--- config.mk ---
export PLATFORM = sky130hd
export DESIGN_NAME = traffic_phase_timer_flat
export DESIGN_NICKNAME = d
export VERILOG_FILES = /design/src/rtl/traffic_pkg.sv /design/src/rtl/traffic_phase_timer_if.sv /design/src/rtl/traffic_prescaler.sv /design/src/rtl/traffic_phase_timer.sv /design/src/flat_wrapper.sv
export SDC_FILE = /design/constraint.sdc
export NUM_CORES = 1
export LEC_CHECK = 0
export ABC_AREA = 0
export CORE_UTILIZATION = 30
export CTS_CLUSTER_SIZE = 14
export DETAILED_ROUTE_END_ITERATION = 6
export MAX_ROUTING_LAYER = met4
export SYNTH_ARGS = -nofsm -noshare
export SYNTH_HDL_FRONTEND = slang
export SYNTH_SLANG_ARGS = --single-unit
--- constraint.sdc ---
create_clock -name clk -period 4.2 [get_ports clk]
set_input_delay 0.42 -clock clk [delete_from_list [all_inputs] [get_ports clk]]
set_output_delay 0.42 -clock clk [all_outputs]
set_load 0.005 [all_outputs]
--- src/rtl/traffic_pkg.sv ---
// Shared definitions for the traffic-light phase timer and its controller:
// phase encoding, default timing constants and the timer FSM state type.
package traffic_pkg;

    // Phase encoding shared with the traffic-light controller.
    typedef enum logic [1:0] {
        PH_IDLE   = 2'b00,
        PH_RED    = 2'b01,
        PH_YELLOW = 2'b10,
        PH_GREEN  = 2'b11
    } phase_t;

    // Timer FSM states, exported on the debug state output.
    typedef enum logic [1:0] {
        ST_IDLE   = 2'b00,
        ST_LOAD   = 2'b01,
        ST_COUNT  = 2'b10,
        ST_EXPIRE = 2'b11
    } timer_state_t;

    // Default timing constants.
    localparam int DEF_TICK_DIV  = 4;
    localparam int DEF_RED_TICKS = 2;
    localparam int DEF_YEL_TICKS = 1;
    localparam int DEF_GRN_TICKS = 4;
    localparam int DEF_PED_EXTRA = 3;

    // Map the one-hot light outputs to a phase; anything not one-hot
    // (all-zero or multi-hot) maps to PH_IDLE and is treated as invalid.
    function automatic phase_t decode_phase(input logic r, input logic y, input logic g);
        phase_t p;
        case ({r, y, g})
            3'b100:  p = PH_RED;
            3'b010:  p = PH_YELLOW;
            3'b001:  p = PH_GREEN;
            default: p = PH_IDLE;
        endcase
        return p;
    endfunction

endpackage

--- src/rtl/traffic_phase_timer_if.sv ---
// Signal bundle between the traffic-light controller (master) and the
// phase timer (slave). ped_req exists only when TRAFFIC_TIMER_PED_EXT_EN
// is defined.
//
// Protocol: there is no valid/ready handshake. The controller presents its
// one-hot lights and en every cycle; the timer answers with registered
// single-cycle expiry strobes (cou1 yellow, cou2 red, cou4 green) that the
// controller samples on the next clock edge and reacts to by changing phase.
interface traffic_phase_timer_if #(
    parameter int CNT_W = 8
) ();

    logic                        en;
    logic                        r;
    logic                        y;
    logic                        g;
`ifdef TRAFFIC_TIMER_PED_EXT_EN
    logic                        ped_req;
`endif
    logic                        cou1;
    logic                        cou2;
    logic                        cou4;
    logic [CNT_W-1:0]            ticks_left;
    logic                        busy;
    logic                        phase_err;
    traffic_pkg::timer_state_t   state;

    modport master (
        output en, r, y, g,
`ifdef TRAFFIC_TIMER_PED_EXT_EN
        output ped_req,
`endif
        input  cou1, cou2, cou4, ticks_left, busy, phase_err, state
    );

    modport slave (
        input  en, r, y, g,
`ifdef TRAFFIC_TIMER_PED_EXT_EN
        input  ped_req,
`endif
        output cou1, cou2, cou4, ticks_left, busy, phase_err, state
    );

endinterface

--- src/rtl/traffic_prescaler.sv ---
// Clock prescaler: while run is high, counts clk cycles and emits a one-cycle
// tick every TICK_DIV cycles. clear restarts the count from zero; when run
// is low the count holds.
module traffic_prescaler #(
    parameter int PRE_W    = 16,
    parameter int TICK_DIV = 4
) (
    input  logic clk,
    input  logic reset,
    input  logic clear,
    input  logic run,
    output logic tick
);

    logic [PRE_W-1:0] cnt;

    // Tick on the cycle the counter sits at its last value.
    assign tick = run && (cnt == PRE_W'(TICK_DIV - 1));

    // Prescale counter: wraps on tick, holds while not running.
    always_ff @(posedge clk) begin
        if (!reset || clear) begin
            cnt <= '0;
        end else if (run) begin
            cnt <= tick ? '0 : cnt + PRE_W'(1);
        end
    end

endmodule

--- src/rtl/traffic_phase_timer.sv ---
// Phase timer beside the traffic-light controller. Measures each light phase
// in prescaled ticks, restarts on every phase change and issues one-cycle
// expiry strobes. Optional feature macro: TRAFFIC_TIMER_PED_EXT_EN adds the
// ped_req input, which extends a red phase once by PED_EXTRA ticks.
module traffic_phase_timer
    import traffic_pkg::*;
#(
    parameter int TICK_DIV  = DEF_TICK_DIV,
    parameter int PRE_W     = 16,
    parameter int CNT_W     = 8,
    parameter int RED_TICKS = DEF_RED_TICKS,
    parameter int YEL_TICKS = DEF_YEL_TICKS,
    parameter int GRN_TICKS = DEF_GRN_TICKS
`ifdef TRAFFIC_TIMER_PED_EXT_EN
    ,
    parameter int PED_EXTRA = DEF_PED_EXTRA
`endif
) (
    input  logic                 clk,
    input  logic                 reset,
    traffic_phase_timer_if.slave tif
);

    timer_state_t      state, next_state;
    phase_t            cur_phase, prev_phase;
    logic              phase_ok, same_phase;
    logic              run, tick, pre_clear, last_tick, ped_hit;
    logic [CNT_W-1:0]  tick_cnt, ticks_left, dur_q, dur_eff, ticks_nxt;
    logic              cou1_q, cou2_q, cou4_q, phase_err_q;

    // A zero duration would never expire; treat it as one tick.
    function automatic logic [CNT_W-1:0] clamp1(input logic [CNT_W-1:0] v);
        return (v == '0) ? CNT_W'(1) : v;
    endfunction

    function automatic logic [CNT_W-1:0] dur_of(input phase_t p);
        logic [CNT_W-1:0] d;
        case (p)
            PH_RED:    d = clamp1(CNT_W'(RED_TICKS));
            PH_YELLOW: d = clamp1(CNT_W'(YEL_TICKS));
            PH_GREEN:  d = clamp1(CNT_W'(GRN_TICKS));
            default:   d = CNT_W'(1);
        endcase
        return d;
    endfunction

`ifdef TRAFFIC_TIMER_PED_EXT_EN
    logic ped_ext;

    function automatic logic [CNT_W-1:0] sat_add(input logic [CNT_W-1:0] a);
        logic [CNT_W:0] sum;
        sum = {1'b0, a} + (CNT_W + 1)'(PED_EXTRA);
        return sum[CNT_W] ? '1 : sum[CNT_W-1:0];
    endfunction

    // One extension per red phase, taken on any COUNT cycle of red.
    assign ped_hit = (state == ST_COUNT) && tif.en && (prev_phase == PH_RED)
                     && tif.ped_req && !ped_ext;
`else
    assign ped_hit = 1'b0;
`endif

    assign cur_phase  = decode_phase(tif.r, tif.y, tif.g);
    assign phase_ok   = (cur_phase != PH_IDLE);
    assign same_phase = phase_ok && (cur_phase == prev_phase);
    // The prescaler only advances while the measured phase is still shown;
    // an invalid light pattern freezes it in place.
    assign run        = (state == ST_COUNT) && tif.en && same_phase;
    assign pre_clear  = (state != ST_COUNT);

    traffic_prescaler #(
        .PRE_W    (PRE_W),
        .TICK_DIV (TICK_DIV)
    ) u_prescaler (
        .clk   (clk),
        .reset (reset),
        .clear (pre_clear),
        .run   (run),
        .tick  (tick)
    );

    // Effective duration and next ticks_left, including any pedestrian extension.
    always_comb begin
        dur_eff   = dur_q;
        ticks_nxt = ticks_left;
        if (run && tick) begin
            ticks_nxt = ticks_left - CNT_W'(1);
        end
`ifdef TRAFFIC_TIMER_PED_EXT_EN
        if (ped_hit) begin
            dur_eff   = sat_add(dur_q);
            ticks_nxt = sat_add(ticks_nxt);
        end
`endif
    end

    assign last_tick = tick && (tick_cnt == dur_eff - CNT_W'(1));

    // FSM state register.
    always_ff @(posedge clk) begin
        if (!reset) begin
            state <= ST_IDLE;
        end else begin
            state <= next_state;
        end
    end

    // FSM next-state logic; dropping en always returns to IDLE.
    always_comb begin
        next_state = state;
        case (state)
            ST_IDLE: begin
                if (tif.en && phase_ok) next_state = ST_LOAD;
            end
            ST_LOAD: begin
                if (!tif.en)       next_state = ST_IDLE;
                else if (phase_ok) next_state = ST_COUNT;
            end
            ST_COUNT: begin
                if (!tif.en)              next_state = ST_IDLE;
                else if (!phase_ok)       next_state = ST_COUNT;
                else if (!same_phase)     next_state = ST_LOAD;
                else if (last_tick)       next_state = ST_EXPIRE;
            end
            ST_EXPIRE: begin
                if (!tif.en)                     next_state = ST_IDLE;
                else if (phase_ok && !same_phase) next_state = ST_LOAD;
                else                             next_state = ST_COUNT;
            end
            default: next_state = ST_IDLE;
        endcase
    end

    // Phase bookkeeping and tick counters.
    always_ff @(posedge clk) begin
        if (!reset || (next_state == ST_IDLE)) begin
            tick_cnt   <= '0;
            ticks_left <= '0;
            dur_q      <= '0;
            prev_phase <= PH_IDLE;
`ifdef TRAFFIC_TIMER_PED_EXT_EN
            ped_ext    <= 1'b0;
`endif
        end else begin
            case (state)
                ST_LOAD: begin
`ifdef TRAFFIC_TIMER_PED_EXT_EN
                    ped_ext <= 1'b0;
`endif
                    if (next_state == ST_COUNT) begin
                        tick_cnt   <= '0;
                        ticks_left <= dur_of(cur_phase);
                        dur_q      <= dur_of(cur_phase);
                        prev_phase <= cur_phase;
                    end
                end
                ST_COUNT: begin
                    if (next_state != ST_LOAD) begin
                        if (run && tick) tick_cnt <= tick_cnt + CNT_W'(1);
                        ticks_left <= ticks_nxt;
                        dur_q      <= dur_eff;
`ifdef TRAFFIC_TIMER_PED_EXT_EN
                        if (ped_hit) ped_ext <= 1'b1;
`endif
                    end
                end
                ST_EXPIRE: begin
                    // Phase held by the controller: rearm for a periodic re-expiry.
                    if (next_state == ST_COUNT) begin
                        tick_cnt   <= '0;
                        ticks_left <= dur_of(prev_phase);
                        dur_q      <= dur_of(prev_phase);
                    end
                end
                default: ;
            endcase
        end
    end

    // Registered strobes (high for the single EXPIRE cycle) and phase error.
    always_ff @(posedge clk) begin
        if (!reset) begin
            cou1_q      <= 1'b0;
            cou2_q      <= 1'b0;
            cou4_q      <= 1'b0;
            phase_err_q <= 1'b0;
        end else begin
            cou1_q      <= (next_state == ST_EXPIRE) && (prev_phase == PH_YELLOW);
            cou2_q      <= (next_state == ST_EXPIRE) && (prev_phase == PH_RED);
            cou4_q      <= (next_state == ST_EXPIRE) && (prev_phase == PH_GREEN);
            phase_err_q <= tif.en && !phase_ok;
        end
    end

    assign tif.cou1       = cou1_q;
    assign tif.cou2       = cou2_q;
    assign tif.cou4       = cou4_q;
    assign tif.phase_err  = phase_err_q;
    assign tif.ticks_left = ticks_left;
    assign tif.busy       = (state != ST_IDLE);
    assign tif.state      = state;

endmodule

--- src/flat_wrapper.sv ---
// flat-port wrapper written by rule: the top's interface ports become plain ports
module traffic_phase_timer_flat import traffic_pkg::*;
#(
    parameter int TICK_DIV  = DEF_TICK_DIV,
    parameter int PRE_W     = 16,
    parameter int CNT_W     = 8,
    parameter int RED_TICKS = DEF_RED_TICKS,
    parameter int YEL_TICKS = DEF_YEL_TICKS,
    parameter int GRN_TICKS = DEF_GRN_TICKS

)
  (clk, reset, tif_en, tif_r, tif_y, tif_g, tif_cou1, tif_cou2, tif_cou4, tif_ticks_left, tif_busy, tif_phase_err, tif_state);
  traffic_phase_timer_if #(.CNT_W(CNT_W)) tif_i ();
  input  logic clk;
  input  logic reset;
  input wire logic [$bits(tif_i.en)-1:0] tif_en;
  input wire logic [$bits(tif_i.r)-1:0] tif_r;
  input wire logic [$bits(tif_i.y)-1:0] tif_y;
  input wire logic [$bits(tif_i.g)-1:0] tif_g;
  output wire logic [$bits(tif_i.cou1)-1:0] tif_cou1;
  output wire logic [$bits(tif_i.cou2)-1:0] tif_cou2;
  output wire logic [$bits(tif_i.cou4)-1:0] tif_cou4;
  output wire logic [$bits(tif_i.ticks_left)-1:0] tif_ticks_left;
  output wire logic [$bits(tif_i.busy)-1:0] tif_busy;
  output wire logic [$bits(tif_i.phase_err)-1:0] tif_phase_err;
  output wire logic [$bits(tif_i.state)-1:0] tif_state;
  assign tif_i.en = tif_en;
  assign tif_i.r = tif_r;
  assign tif_i.y = tif_y;
  assign tif_i.g = tif_g;
  assign tif_cou1 = tif_i.cou1;
  assign tif_cou2 = tif_i.cou2;
  assign tif_cou4 = tif_i.cou4;
  assign tif_ticks_left = tif_i.ticks_left;
  assign tif_busy = tif_i.busy;
  assign tif_phase_err = tif_i.phase_err;
  assign tif_state = tif_i.state;
  traffic_phase_timer #(.TICK_DIV(TICK_DIV), .PRE_W(PRE_W), .CNT_W(CNT_W), .RED_TICKS(RED_TICKS), .YEL_TICKS(YEL_TICKS), .GRN_TICKS(GRN_TICKS)) u_core (.clk(clk), .reset(reset), .tif(tif_i));
endmodule
; ---- After elaboration in Yosys (flattened, before gate mapping)
; Cells that the tools add are included.
[op_classes]
n_addsub = 4
eq_ne = 23
mux = 24
n_reduce_logical = 29
[op_table]
columns = operator, n
row1 = $mux W8, 7
row2 = $pmux W8 S2, 2
row3 = $pmux W8 S3, 1
row4 = $mux W2, 9
row5 = $add A16 B1 Y16 const B, 1
row6 = $eq A16 B2 Y1 const B, 1
row7 = $mux W16, 1
row8 = $sub A8 B1 Y8 const B, 2
row9 = $eq A2 B2 Y1 const B, 7
row10 = $logic_and A1 B1 Y1, 12
row11 = $pmux W3 S2, 2
row12 = $add A8 B1 Y8 const B, 1
row13 = $eq A8 B8 Y1, 1
row14 = $ne A2 B1 Y1 const B, 4
row15 = $pmux W2 S4, 1
row16 = $reduce_bool A2 Y1, 4
row17 = $eq A2 B1 Y1 const B, 3
row18 = $ne A2 B2 Y1 const B, 3
row19 = $pmux W2 S3, 1
row20 = $reduce_and A5 Y1, 1
row21 = $logic_not A2 Y1, 2
row22 = $reduce_and A4 Y1, 1
row23 = $eq A3 B1 Y1 const B, 1
row24 = $eq A3 B2 Y1 const B, 1
row25 = 8 further kinds, 11
[totals]
register_bits = 48
inputBits = 6
output_inout_bits = 15
word_cells = 90

; ---- Depth between registers and ports, before layout
[logic_depth]
depth_word = 15
ltp_mapped = 8
ltp_nobuf = 7

; ---- Cells and area by module
; Synthesis repeated with hierarchy kept, for this count alone.
[hier_totals]
cells_unflattened = 293
hier_area_um2 = 2413.6
[by_module_without_submodules]
columns = mod, n_inst, cells_each, area_per_inst_um2, seq_area_each_um2
row1 = traffic_phase_timer, 1, 206, 1642.8, 540.5
row2 = traffic_prescaler, 1, 87, 770.7, 320.3

; ---- Worst setup path after synthesis
; No wires, ideal clock.
[synth_path]
path_kind = input to register
startpoint = in tif_r
endpoint = reg u_core.ticks_left[3], in the netlist u_core.tif.ticks_left[3]
setup_time_ns = 0.132
arrival_time_ns = 2.098
t_required_ns = 4.068
slack_ns = 1.970
path_stages = 7
path_buffers = 2
cell_sequence = or3b_1 > a221oi_4 > o211ai_2 > buf_2 > clkbuf_1 > o41ai_1 > a21oi_1
[synth_via]
elab_chain_cells = 15
elab_cells_between_ends = 33
classes_between = eq/ne (10) / mux (11) / reduce/logical (12)
[synth_lines]
columns = item, line
row1 = from (decl), flat_wrapper.sv:17  ; input wire logic [$bits(tif_i.r)-1:0] tif_r;
row2 = "$eq A3 B1 Y1, or another cell as far along", traffic_pkg.sv:32  ; case ({r, y, g})
row3 = $pmux W2 S3 *, traffic_pkg.sv:32
row4 = $eq A2 B2 Y1 or $reduce_bool A2 Y1 (tied branches), "traffic_phase_timer.sv:65, traffic_phase_timer.sv:64"
row5 = $logic_and A1 B1 Y1, traffic_phase_timer.sv:65  ; assign same_phase = phase_ok && (cur_phase == prev_phase);
row6 = $logic_and A1 B1 Y1, traffic_phase_timer.sv:68  ; assign run = (state == ST_COUNT) && tif.en && same_phase;
row7 = $logic_and A1 B1 Y1, traffic_prescaler.sv:18  ; assign tick = run && (cnt == PRE_W'(TICK_DIV - 1));
row8 = $logic_and A1 B1 Y1, traffic_phase_timer.sv:97  ; assign last_tick = tick && (tick_cnt == dur_eff - CNT_W'(1));
row9 = $mux W2, traffic_phase_timer.sv:123  ; else if (last_tick) next_state = ST_EXPIRE;
row10 = $mux W2, traffic_phase_timer.sv:122  ; else if (!same_phase) next_state = ST_LOAD;
row11 = $mux W2, traffic_phase_timer.sv:121  ; else if (!phase_ok) next_state = ST_COUNT;
row12 = $mux W2, traffic_phase_timer.sv:120  ; if (!tif.en) next_state = ST_IDLE;
row13 = $pmux W2 S4, traffic_phase_timer.sv:111  ; case (state)
row14 = $ne A2 B1 Y1 or $eq A2 B2 Y1 (tied branches), "traffic_phase_timer.sv:158, traffic_phase_timer.sv:150, traffic_phase_timer.sv:169"
row15 = $ne A2 B2 Y1 (no line) or $ne A2 B1 Y1 (tied branches), -
row16 = $reduce_and A5 Y1 (no line), -
row17 = to (signal assigned), traffic_phase_timer.sv:152  ; ticks_left <= dur_of(cur_phase);
row18 = to (signal assigned), traffic_phase_timer.sv:160  ; ticks_left <= ticks_nxt;
row19 = to (signal assigned), traffic_phase_timer.sv:171  ; ticks_left <= dur_of(prev_phase);
row20 = to (decl), traffic_phase_timer.sv:28  ; logic [CNT_W-1:0] tick_cnt, ticks_left, dur_q, dur_eff, ticks_nxt;
; Mark *: on every way between the ends. The rest lies on a longest branch, timed or not.
; A chain may end at the register's enable or synchronous reset.

; ---- Worst setup path after layout
[layout_path]
startpoint = in tif_r
endpoint = reg u_core.ticks_left[5], in the netlist u_core.tif.ticks_left[5]
; Same word-level chain as after synthesis.

==> results_dict.tcl <==
set metrics [dict create \
    outcome "complete, no violations" \
    cts_max_level 2 \
    synth_top_cell_area_share_pct 35.1 \
    cts_hold_buf 0 \
    nFillCells 820 \
    first_pass_iters 4 \
    layout-drive-gt1-share_pct 6.98 \
    powerDensity_nw_per_um2 281 \
    seq_area_frac_synth_pct 35.1 \
    grt_pass1_vias 2039 \
    timing.fmax_mhz 326 \
    crit_type "primary input to flop" \
    syn-instance-count 301 \
    worstSetupStartpointType "primary input" \
    skew_ns 0.00598 \
    rsz0062_at_grt "false" \
    via_per_inst 5.59 \
    cts_buffer_depth 2 \
    grt_usage_pct 14.4 \
    syn2layout_area_growth_pct 16.3 \
    grt_max_degree 18 \
    ant_nets 0 \
    tightestPinTransition_ns 0.813 \
    avgSynthCellArea_um2 8.14 \
    worst_hold_slack_ns 0.491 \
    post-synth-top-area-cell "dfxtp_1" \
    grt_overflow 0 \
    final_common_cell "dfxtp_1" \
    async_reset_ff_share_pct 0 \
    cp-end-kind "flop" \
    initial_utilization_pct 31.4 \
    vdd_drop_max_mv 0.149 \
    dieArea_um2 8540 \
    cts_tree "yes" \
    via_count 2333 \
    synth.top_cells.by_area "dfxtp_1, a21oi_1, or4_1, o31ai_1, o21ai_0" \
    drt_iter0_markers 134 \
    yosys_warnings 0 \
    min_path_type "flop to flop" \
    slew-limit-headroom_pct 45.6 \
    post_cts_buffers 0 \
    clockRootBuffer "clkbuf_8" \
    multi_input_area_um2 1480 \
    cp_max_fo 16 \
    crit_buf_inv 2 \
    synth_nets 312 \
    cts-resized-gates 0 \
    nNetsFinal 325 \
    gp_congestion 0.844 \
    die-height_um 92.4 \
    worstSkewPairLatency_ns 0.29 \
    grt_pass1_wl_mm 9.67 \
    cts.sinks 43 \
    path_cells "clkdlybuf4s50_1, or4bb_1, a31oi_1, o211ai_2, buf_4, or4_1, a21oi_1" \
    ys_ff_latch 43 \
    synth_edf_count 0 \
    drc_errors 0 \
    netlist_area_um2 2450 \
    setup_violations 0 \
    slowest_delay_ns 0.76 \
    fin_util_pct 36.5 \
    yosysUniqueCellTypes 55 \
    fin_setup_tns_ns 0 \
    die_x_um 92.4 \
    core_um2 7810 \
    cp_top_family "buffers and inverters" \
    num_antenna_cells 0 \
    row_count 32 \
    antenna_found_initial 0 \
    port_buffers 20 \
    cts_buffers 5 \
    regArea_um2 861 \
    routed_wl_mm 5.82 \
    finalCritPeriodShare_pct 73.0 \
    p_leak_uw 0.000914 \
    slew_violations 0 \
    min_period_ns 3.06 \
    ioPinCount 21 \
    dp_hpwl_mm 4.15 \
    maxCapViolations 0 \
    final_cell_mix "dfxtp_1, a21oi_1, nand2_1, clkdlybuf4s50_1, nor2_1" \
    clkSlewWorstSetupHoldPaths_ns 0.08 \
    crit_arrival_ns 3.29 \
    required_ns 4.43 \
    synth_ff_type "dfxtp_1" \
    finalHoldViolCount 0 \
    wl_per_cell_um 13.9 \
    cp_slowest_cell "clkdlybuf4s50_1" \
]
sequential cells by signal (all words and copies together) (netlist names):
| name | count |
|---|---|
| u_core.tif.cou4 | 1 |
| u_core.tif.cou1 | 1 |
| u_core.tif.phase_err | 1 |
| u_core.prev_phase | 2 |
| u_core.tick_cnt | 8 |
| u_core.u_prescaler.cnt | 16 |
| u_core.dur_eff | 3 |
| u_core.tif.state | 2 |
| u_core.tif.ticks_left | 8 |
| u_core.tif.cou2 | 1 |
metal layers:
metal | vias up | global-route usage, % | share of wire (%)
met4 | 0 | 3.65 | 1.0
met3 | 6 | 2.63 | 3.3
met1 | 1121 | 18.3 | 49
met2 | 41 | 23.6 | 47
met5 | - | - | 0
li1 | 1165 | - | -
metrics by stage:
stage | area, um2 | total power [uW] | setup slack (ns) | instances
floorplan | 2450 | 457 | 1.97 | 301
global placement | 2730 | 475 | 0.935 | 409
detailed placement | 2730 | 476 | 0.810 | 409
CTS | 2850 | 814 | 1.12 | 417
global route | 2850 | 835 | 0.901 | 417
finish | 2850 | 802 | 1.14 | 417
power by group:
part	internal [uW]	switching, uW	leakage [uW]
combinational	22.9	31.4	0.000507
clock	193	143	0.0000612
sequential	409	3.71	0.000346
total	624	178	0.000914
cell type report:
class,count,share of cell area [%]
clock buffer,6,2.90
clock inverter,2,1.23
inverter,11,1.45
multi-input combinational,230,51.9
sequential,43,30.2
tap,102,4.48
timing repair buffer,23,7.81
logic make-up (layout without fill, tap and decap cells):
logic type                 count (synthesis)  in the layout  share of synthesized area [%]
and+or+nand+nor                          119            119                           27.9
AOI/OAI and AO/OA                         90             90                           23.8
DFF                                       43             43                           35.1
buffers and inverters                     28             42                           4.49
xor gates and xnor gates                   9              9                           3.22
muxes                                      7              7                           2.91
adders and majority gates                  5              5                           2.55
worst reg2reg max path: cells and delay by family, from the launching register on:
kind | cells | cell delay (ns)
and+or+nand+nor | 2 | 0.92
AOI/OAI and AO/OA | 3 | 0.82
DFF | 1 | 0.63
buffers and inverters | 1 | 0.28
cells in the mapped netlist (3+ instances only):
cell / count
nand2b_1: 4
mux2i_1: 6
clkbuf_1: 13
a21oi_1: 34
or4_1: 14
xor2_1: 6
nand3b_1: 4
nand4_1: 6
nor3_1: 6
ha_1: 5
nand3_1: 11
nand2_1: 20
nor4_1: 4
o21ai_0: 18
o31ai_1: 13
dfxtp_1: 43
xnor2_1: 3
nor2_1: 19
buf_2: 4
or3_1: 12
and3_1: 4
inv_1: 11
o211ai_1: 4
worst paths after layout:
path	cells past startpoint	end	slack (ns)	start
setup / recovery	7	u_core.tif.ticks_left[5]	1.14	tif_r
hold / removal	2	u_core.tif.ticks_left[7]	0.49	u_core.tif.ticks_left[7]
setup reg to reg	6	u_core.tif.ticks_left[5]	1.49	u_core.prev_phase[0]
hold reg to reg	2	u_core.tif.ticks_left[7]	0.49	u_core.tif.ticks_left[7]
No activity file was read; power rests on OpenSTA's default activity.
